**src/rtl/mcdf_reg_pkg.sv**
```systemverilog
// Shared definitions for the MCDF control-register command interface:
// command codes, register map and the command-master FSM states.
package mcdf_reg_pkg;

    localparam logic [1:0] CMD_IDLE = 2'b00;
    localparam logic [1:0] CMD_RD   = 2'b01;
    localparam logic [1:0] CMD_WR   = 2'b10;

    localparam int NUM_REGS = 6;
    localparam int RO_BASE  = 3;

    localparam logic [5:0] ADDR_CTRL0 = 6'h00;
    localparam logic [5:0] ADDR_CTRL1 = 6'h04;
    localparam logic [5:0] ADDR_CTRL2 = 6'h08;
    localparam logic [5:0] ADDR_STAT0 = 6'h0C;
    localparam logic [5:0] ADDR_STAT1 = 6'h10;
    localparam logic [5:0] ADDR_STAT2 = 6'h14;

    typedef enum logic [2:0] {
        ST_IDLE,
        ST_CMD_WR,
        ST_CMD_RD,
        ST_CAPT,
        ST_RESP
    } state_e;

endpackage

```
**src/rtl/mcdf_reg_req_fifo.sv**
```systemverilog
// Synchronous request FIFO holding packed {wr, addr, wdata} entries.
// Head entry is visible combinationally on pop_data_o while not empty.
module mcdf_reg_req_fifo #(
    parameter int DEPTH = 4,
    parameter int WIDTH = 39
) (
    input  logic                       clk_i,
    input  logic                       rst_i,
    input  logic                       push_i,
    input  logic [WIDTH-1:0]           push_data_i,
    input  logic                       pop_i,
    output logic [WIDTH-1:0]           pop_data_o,
    output logic                       full_o,
    output logic                       empty_o,
    output logic [$clog2(DEPTH):0]     count_o
);

    localparam int PW = $clog2(DEPTH);
    localparam int CW = PW + 1;

    logic [WIDTH-1:0] mem_q [DEPTH];
    logic [PW-1:0]    wptr_q, rptr_q;
    logic [CW-1:0]    count_q;
    logic             do_push, do_pop;

    assign full_o     = (count_q == CW'(DEPTH));
    assign empty_o    = (count_q == '0);
    assign count_o    = count_q;
    assign pop_data_o = mem_q[rptr_q];
    assign do_push    = push_i && !full_o;
    assign do_pop     = pop_i && !empty_o;

    // Pointers wrap naturally since DEPTH is a power of two.
    always_ff @(posedge clk_i) begin
        if (rst_i) begin
            wptr_q  <= '0;
            rptr_q  <= '0;
            count_q <= '0;
        end else begin
            if (do_push) wptr_q <= wptr_q + 1'b1;
            if (do_pop)  rptr_q <= rptr_q + 1'b1;
            case ({do_push, do_pop})
                2'b10:   count_q <= count_q + 1'b1;
                2'b01:   count_q <= count_q - 1'b1;
                default: count_q <= count_q;
            endcase
        end
    end

    // Storage needs no reset; only entries below count are ever read.
    always_ff @(posedge clk_i) begin
        if (do_push) mem_q[wptr_q] <= push_data_i;
    end

endmodule

```
**src/rtl/mcdf_reg_cmd_master.sv**
```systemverilog
// Command initiator for the MCDF register block: queues host requests,
// rejects illegal accesses, issues one RD/WR command at a time and
// returns in-order responses with captured read data.
module mcdf_reg_cmd_master #(
    parameter int FIFO_DEPTH = 4,
    parameter int ADDR_W     = 6,
    parameter int DATA_W     = 32,
    parameter int NUM_REGS   = mcdf_reg_pkg::NUM_REGS,
    parameter int RO_BASE    = mcdf_reg_pkg::RO_BASE
) (
    input  logic              clk_i,
    input  logic              rst_i,
    input  logic              req_valid_i,
    output logic              req_ready_o,
    input  logic              req_wr_i,
    input  logic [ADDR_W-1:0] req_addr_i,
    input  logic [DATA_W-1:0] req_wdata_i,
    output logic              rsp_valid_o,
    input  logic              rsp_ready_i,
    output logic [DATA_W-1:0] rsp_rdata_o,
    output logic              rsp_err_o,
    output logic [1:0]        cmd_o,
    output logic [ADDR_W-1:0] cmd_addr_o,
    output logic [DATA_W-1:0] cmd_data_o,
    input  logic [DATA_W-1:0] cmd_data_i,
    output logic              busy_o
);
    import mcdf_reg_pkg::*;

    localparam int ENTRY_W = 1 + ADDR_W + DATA_W;
    localparam int CNT_W   = $clog2(FIFO_DEPTH) + 1;

    logic               fifo_push, fifo_pop, fifo_full, fifo_empty;
    logic [CNT_W-1:0]   fifo_count;
    logic [ENTRY_W-1:0] fifo_head;
    logic               head_wr;
    logic [ADDR_W-1:0]  head_addr;
    logic [DATA_W-1:0]  head_wdata;
    logic [31:0]        head_idx;
    logic               head_err;

    state_e             state_q, state_d;
    logic [1:0]         cmd_q, cmd_d;
    logic [ADDR_W-1:0]  addr_q, addr_d;
    logic [DATA_W-1:0]  data_q, data_d;
    logic               rsp_valid_q, rsp_valid_d;
    logic [DATA_W-1:0]  rdata_q, rdata_d;
    logic               err_q, err_d;

    mcdf_reg_req_fifo #(
        .DEPTH (FIFO_DEPTH),
        .WIDTH (ENTRY_W)
    ) u_fifo (
        .clk_i       (clk_i),
        .rst_i       (rst_i),
        .push_i      (fifo_push),
        .push_data_i ({req_wr_i, req_addr_i, req_wdata_i}),
        .pop_i       (fifo_pop),
        .pop_data_o  (fifo_head),
        .full_o      (fifo_full),
        .empty_o     (fifo_empty),
        .count_o     (fifo_count)
    );

    assign req_ready_o = !fifo_full;
    assign fifo_push   = req_valid_i && !fifo_full;
    assign busy_o      = (state_q != ST_IDLE) || (fifo_count != '0);

    // Access rules the register block itself does not enforce.
    assign {head_wr, head_addr, head_wdata} = fifo_head;
    assign head_idx = 32'(head_addr[ADDR_W-1:2]);
    assign head_err = (head_addr[1:0] != 2'b00) ||
                      (head_idx >= 32'(NUM_REGS)) ||
                      (head_wr && (head_idx >= 32'(RO_BASE)));

    assign cmd_o       = cmd_q;
    assign cmd_addr_o  = addr_q;
    assign cmd_data_o  = data_q;
    assign rsp_valid_o = rsp_valid_q;
    assign rsp_rdata_o = rdata_q;
    assign rsp_err_o   = err_q;

    // State and registered outputs; outputs are loaded with next-state values.
    always_ff @(posedge clk_i) begin
        if (rst_i) begin
            state_q     <= ST_IDLE;
            cmd_q       <= CMD_IDLE;
            addr_q      <= '0;
            data_q      <= '0;
            rsp_valid_q <= 1'b0;
            rdata_q     <= '0;
            err_q       <= 1'b0;
        end else begin
            state_q     <= state_d;
            cmd_q       <= cmd_d;
            addr_q      <= addr_d;
            data_q      <= data_d;
            rsp_valid_q <= rsp_valid_d;
            rdata_q     <= rdata_d;
            err_q       <= err_d;
        end
    end

    // Next-state and output decode; command bus idles to zero by default.
    always_comb begin
        state_d     = state_q;
        fifo_pop    = 1'b0;
        cmd_d       = CMD_IDLE;
        addr_d      = '0;
        data_d      = '0;
        rsp_valid_d = rsp_valid_q;
        rdata_d     = rdata_q;
        err_d       = err_q;
        case (state_q)
            ST_IDLE: begin
                if (!fifo_empty) begin
                    fifo_pop = 1'b1;
                    if (head_err) begin
                        state_d     = ST_RESP;
                        rsp_valid_d = 1'b1;
                        err_d       = 1'b1;
                        rdata_d     = '0;
                    end else if (head_wr) begin
                        state_d = ST_CMD_WR;
                        cmd_d   = CMD_WR;
                        addr_d  = head_addr;
                        data_d  = head_wdata;
                    end else begin
                        state_d = ST_CMD_RD;
                        cmd_d   = CMD_RD;
                        addr_d  = head_addr;
                    end
                end
            end
            ST_CMD_WR: begin
                state_d     = ST_RESP;
                rsp_valid_d = 1'b1;
                err_d       = 1'b0;
                rdata_d     = '0;
            end
            ST_CMD_RD: state_d = ST_CAPT;
            ST_CAPT: begin
                // Read data from the register block lands during this cycle.
                state_d     = ST_RESP;
                rsp_valid_d = 1'b1;
                err_d       = 1'b0;
                rdata_d     = cmd_data_i;
            end
            ST_RESP: begin
                if (rsp_ready_i) begin
                    state_d     = ST_IDLE;
                    rsp_valid_d = 1'b0;
                    err_d       = 1'b0;
                    rdata_d     = '0;
                end
            end
            default: state_d = ST_IDLE;
        endcase
    end

endmodule
```
**config.mk**
```make
export PLATFORM = sky130hd
export DESIGN_NAME = mcdf_reg_cmd_master
export DESIGN_NICKNAME = d
export VERILOG_FILES = /design/src/rtl/mcdf_reg_pkg.sv /design/src/rtl/mcdf_reg_req_fifo.sv /design/src/rtl/mcdf_reg_cmd_master.sv
export SDC_FILE = /design/constraint.sdc
export NUM_CORES = 1
export LEC_CHECK = 0
export ABC_AREA = 1
export CORE_MARGIN = 2
export CORE_UTILIZATION = 53
export CTS_CLUSTER_SIZE = 24
export DETAILED_ROUTE_END_ITERATION = 7
export HOLD_SLACK_MARGIN = 0.05
export PLACE_DENSITY = 0.77
export SLEW_MARGIN = 10
export SYNTH_ARGS = -nofsm -noshare
export SYNTH_HDL_FRONTEND = slang
export SYNTH_HIERARCHICAL = 1
export SYNTH_SLANG_ARGS = --single-unit
```
**constraint.sdc**
```tcl
create_clock -name clk_i -period 3.9 [get_ports clk_i]
set_clock_uncertainty 0.2 [all_clocks]
set_input_delay 0.39 -clock clk_i [delete_from_list [all_inputs] [get_ports clk_i]]
set_output_delay 0.39 -clock clk_i [all_outputs]
set_load 0.01 [all_outputs]
```
==> impl_results.html <==
<table>
<tr><th>Metric</th><th>Value</th></tr>
<tr><th colspan="2">Timing</th></tr>
<tr><td>Worst-case hold slack</td><td>232 ps</td></tr>
<tr><td>RSZ-0062 raised after global routing</td><td>false</td></tr>
<tr><td>Relative max-transition margin</td><td>0.492</td></tr>
<tr><td>Fmax</td><td>0.308 GHz</td></tr>
<tr><td>Fin. max-slew vios</td><td>0</td></tr>
<tr><td>Final critical delay including setup and external delays</td><td>between 3000 and 4000 ps</td></tr>
<tr><td>Setup-failing EPs final</td><td>0</td></tr>
<tr><td>Setup TNS</td><td>0 ps</td></tr>
<tr><td>Final period util</td><td>0.832</td></tr>
<tr><td>Worst Max-Slew Pin Slew</td><td>~760 ps</td></tr>
<tr><td>Final Hold Violating Endpoints</td><td>0</td></tr>
<tr><th colspan="2">Layout</th></tr>
<tr><td>Share of final-layout standard cells stronger than drive strength 1</td><td>0.0694</td></tr>
<tr><td>Fill count</td><td>1158</td></tr>
<tr><td>Nets</td><td>between 900 and 1000</td></tr>
<tr><td>Core occupancy in the finished layout</td><td>0.683</td></tr>
<tr><td>Antenna Diode Count</td><td>0</td></tr>
<tr><td>Area growth, synth to finish</td><td>26.7%</td></tr>
<tr><th colspan="2">Clocking</th></tr>
<tr><td>Total setup buffers inserted after CTS</td><td>0</td></tr>
<tr><td>CTS Hold Buffers Added</td><td>0</td></tr>
<tr><td>Clock insertion delay at the later pin of the skew report</td><td>510 ps</td></tr>
<tr><td>Clock tree buffer depth</td><td>3</td></tr>
<tr><td>Clock tree from TritonCTS</td><td>built</td></tr>
<tr><td>Clock-pin slew reported for the worst setup and hold paths after clock tree synthesis</td><td>60 ps</td></tr>
<tr><td>Post-CTS resize count</td><td>0</td></tr>
<tr><td>Cell chosen for the clock root</td><td>clkbuf_16</td></tr>
<tr><td>Cts bufs inserted</td><td>25</td></tr>
<tr><td>CTS HTree Levels</td><td>1</td></tr>
<tr><td>Num Clock Sinks</td><td>242</td></tr>
<tr><th colspan="2">Floorplanning</th></tr>
<tr><td>Die Outline Area</td><td>0.0178 mm^2</td></tr>
<tr><td>Num ports</td><td>between 150 and 200</td></tr>
<tr><td>Core Box Area</td><td>about 0.016 mm^2</td></tr>
<tr><td>Die Height</td><td>133 um</td></tr>
<tr><td>Die span in x</td><td>133 um</td></tr>
<tr><td>Cell row count</td><td>47</td></tr>
<tr><td>Effective utilization at floorplan</td><td>0.539</td></tr>
<tr><th colspan="2">Setup path</th></tr>
<tr><td>Count of buffering cells on the critical path with inverters included</td><td>1</td></tr>
<tr><td>Delay of the slowest cell on the worst path</td><td>about 640 ps</td></tr>
<tr><td>Logic depth of the worst register-to-register path</td><td>7</td></tr>
<tr><td>Critical path, cell by cell</td><td>buf_4 -&gt; o21ai_0 -&gt; o22ai_1 -&gt; nand2_1 -&gt; nand2_2 -&gt; nand4_1 -&gt; a21oi_1</td></tr>
<tr><td>Worst Setup Start Kind</td><td>flop</td></tr>
<tr><td>Worst reg2reg setup slack</td><td>660 ps</td></tr>
<tr><td>Worst endpoint required time</td><td>4140 ps</td></tr>
<tr><td>Cell family contributing the most delay on the critical path</td><td>simple AND/OR/NAND/NOR gates</td></tr>
<tr><td>Data arrival at the endpoint of the critical path</td><td>3490 ps</td></tr>
<tr><td>Critical path class</td><td>flop to flop</td></tr>
<tr><td>Endpoint type of the worst setup path</td><td>flop</td></tr>
<tr><td>Largest driver fanout on the critical path</td><td>78</td></tr>
<tr><td>Cell with the largest stage delay on the worst path</td><td>nand2_2</td></tr>
<tr><td>Endpoint of the worst register-to-register path</td><td>rsp_err_o$_SDFFE_PP0P_</td></tr>
<tr><th colspan="2">GRT</th></tr>
<tr><td>Grt ovf</td><td>0</td></tr>
<tr><td>First-pass GRT wire length</td><td>28800 um</td></tr>
<tr><td>Number of global-route vias before repair</td><td>5715</td></tr>
<tr><td>Largest net degree at the start of global routing</td><td>79</td></tr>
<tr><td>Overall routing resource usage</td><td>0.202</td></tr>
<tr><td>Antenna violations before repair</td><td>0</td></tr>
<tr><th colspan="2">Pwr</th></tr>
<tr><td>Pwr per Cell Area</td><td>618 mW/mm^2</td></tr>
<tr><td>Standby leakage power</td><td>0.00384 uW</td></tr>
<tr><td>Worst-case vdd ir drop</td><td>approximately 0.00036 V</td></tr>
<tr><th colspan="2">Hold path</th></tr>
<tr><td>Hold Crit Class</td><td>primary input to flop</td></tr>
<tr><td>Hold depth</td><td>3</td></tr>
<tr><td>Hold Path Sink</td><td>rsp_rdata_o[25]$_SDFFE_PP0P_</td></tr>
<tr><td>Min-delay src</td><td>cmd_data_i[25]</td></tr>
<tr><th colspan="2">Synthesis</th></tr>
<tr><td>Top-area cell type share of the netlist area</td><td>0.528</td></tr>
<tr><td>Gate count of the mapped netlist</td><td>728</td></tr>
<tr><td>Synth area leader</td><td>edfxtp_1</td></tr>
<tr><td>Post-synth EDFFs</td><td>156</td></tr>
<tr><td>Proportion of synthesized chip area in sequential cells</td><td>0.722</td></tr>
<tr><td>Total of flip-flops plus latches after synthesis</td><td>242</td></tr>
<tr><td>Number of warnings issued by yosys</td><td>6</td></tr>
<tr><td>Main synth FF type</td><td>edfxtp_1</td></tr>
<tr><td>Netlist cell types</td><td>30</td></tr>
<tr><td>Mean area per synthesized cell</td><td>12.2 um^2</td></tr>
<tr><td>Proportion of synthesized flip-flops having asynchronous set or reset</td><td>0</td></tr>
<tr><td>Cell Area, Synth</td><td>~0.0089 mm^2</td></tr>
<tr><td>Cells taking the most area after synthesis</td><td>edfxtp_1 (53%), dfxtp_1 (19%), o21ai_0 (4.5%)</td></tr>
<tr><th colspan="2">Drt</th></tr>
<tr><td>1st-pass router iterations</td><td>6</td></tr>
<tr><td>Final wirelength</td><td>18100 um</td></tr>
<tr><td>Total via count in the routed design</td><td>5872</td></tr>
<tr><td>DRC violation count after routing</td><td>0</td></tr>
<tr><td>Vias/cell</td><td>~5.3</td></tr>
<tr><td>Post-DR wirelength/cell</td><td>16.3 um</td></tr>
<tr><td>Starting DRC count in detailed routing</td><td>~420</td></tr>
<tr><td>Number of routed nets with antenna violations</td><td>0</td></tr>
<tr><th colspan="2">Placed design</th></tr>
<tr><td>Placer congestion estimate</td><td>0.791</td></tr>
<tr><td>Placed wire-length estimate after detailed placement</td><td>10600 um</td></tr>
<tr><td>Number of port buffers</td><td>150</td></tr>
<tr><th colspan="2">Status</th></tr>
<tr><td>Result of the run</td><td>complete, no violations</td></tr>
<tr><th colspan="2">Flow run</th></tr>
<tr><td>Number of violations of the max-capacitance limit</td><td>0</td></tr>
</table>
## cell type report
type / count / area, um^2 / area share
repair buffers: 159 / 1580 / 0.141
inverters: 31 / 120 / 0.0107
well taps: 220 / 275 / 0.0245
flip-flops and latches: 242 / 6410 / 0.570
clock buffers: 38 / 706 / 0.0628
clock inverters: 8 / 42.5 / 0.00378
multi-input cells: 416 / 2110 / 0.188
## metrics by stage
step / instances / total power, uW / area [um^2] / setup WS [ps]
final: 1114 / 6940 / 11200 / 657
after global routing: 1114 / 7280 / 11200 / 458
after CTS: 1114 / 6980 / 11200 / 635
after detailed placement: 1068 / 4830 / 10500 / 643
after global placement: 1068 / 4790 / 10500 / 953
after floorplan: 730 / 4450 / 8880 / 731
## worst reg2reg max path, stage by stage (launching register included)
cell,delay [ps]
dfxtp_2,350
buf_4,590
o21ai_0,270
o22ai_1,510
nand2_1,290
nand2_2,640
nand4_1,160
a21oi_1,180
## state kept, by name, summed over array words and instances, names as in the netlist, named ones only
register / cells
state_q: 3
rsp_err_o: 1
rsp_valid_o: 1
u_fifo/count_o: 3
u_fifo/rptr_q: 2
u_fifo/wptr_q: 2
rsp_rdata_o: 32
cmd_o: 2
u_fifo/mem_q: 156
cmd_data_o: 32
cmd_addr_o: 6
## logic make-up after synthesis
group                      count (synthesis)  synth area share
and+or+nand+nor                          245             0.127
other                                      1          0.000423
AOI/OAI and AO/OA                        162            0.0969
adders and majority gates                  6           0.00931
buffers and inverters                     72            0.0448
DFF                                      242             0.722
## metal layers
layer  GRT usage  wire [um]
met2       0.340       8730
met4      0.0585        371
met1       0.256       7380
met3      0.0605       1640
met5           0          0
## power by group
group	switching, uW	internal, uW
logic	1150	541
clock network	911	1250
registers	83.7	3010
total	2140	4800
## synthesized netlist by cell type, types with 3 or more instances
cell type  instances
a21oi_1           43
ha_1               5
nand4_1            3
buf_6             12
inv_1             27
o22ai_1           39
nor2_1           101
clkbuf_1           8
nand3_1            9
dfxtp_1           86
edfxtp_1         156
clkbuf_4           3
o21ai_0           80
nand2_2            3
clkbuf_2           3
nand2_1           89
nor3b_1           31
buf_2             15
## cell usage in the layout, fill, tap and decap left out, types with 2 or more instances in the layout
cell             instances
ha_1                     5
edfxtp_1               156
clkinv_2                 3
nand3_1                  9
nor2_4                   5
clkbuf_1                 9
dfxtp_1                 85
inv_6                    2
nor2_1                  96
o21ai_0                 80
clkdlybuf4s50_1        150
a21oi_1                 43
inv_1                   27
nor3b_1                 31
clkbuf_16               25
clkinv_1                 4
buf_4                    8
nand2_2                  3
nand2_1                 89
conb_1                   3
inv_2                    2
nand4_1                  3
nor2_2                   3
o22ai_1                 39
clkbuf_8                 3
nor3_1                   2
## how the worst max path moves through the flow
stage,from,endpoint,slack [ps],cells past startpoint
3_5_place_dp,flop,rsp_err_o$_SDFFE_PP0P_,640,7
3_3_place_gp,flop,rsp_err_o$_SDFFE_PP0P_,950,7
4_1_cts,flop,rsp_err_o$_SDFFE_PP0P_,640,7
5_1_grt,flop,rsp_err_o$_SDFFE_PP0P_,460,7
6_report,flop,rsp_err_o$_SDFFE_PP0P_,660,7
2_1_floorplan,u_fifo/count_o[1]$_SDFFE_PP0P_,u_fifo/mem_q[0][0]$_DFFE_PP_,730,6
No activity file was read; power rests on OpenSTA's default activity.
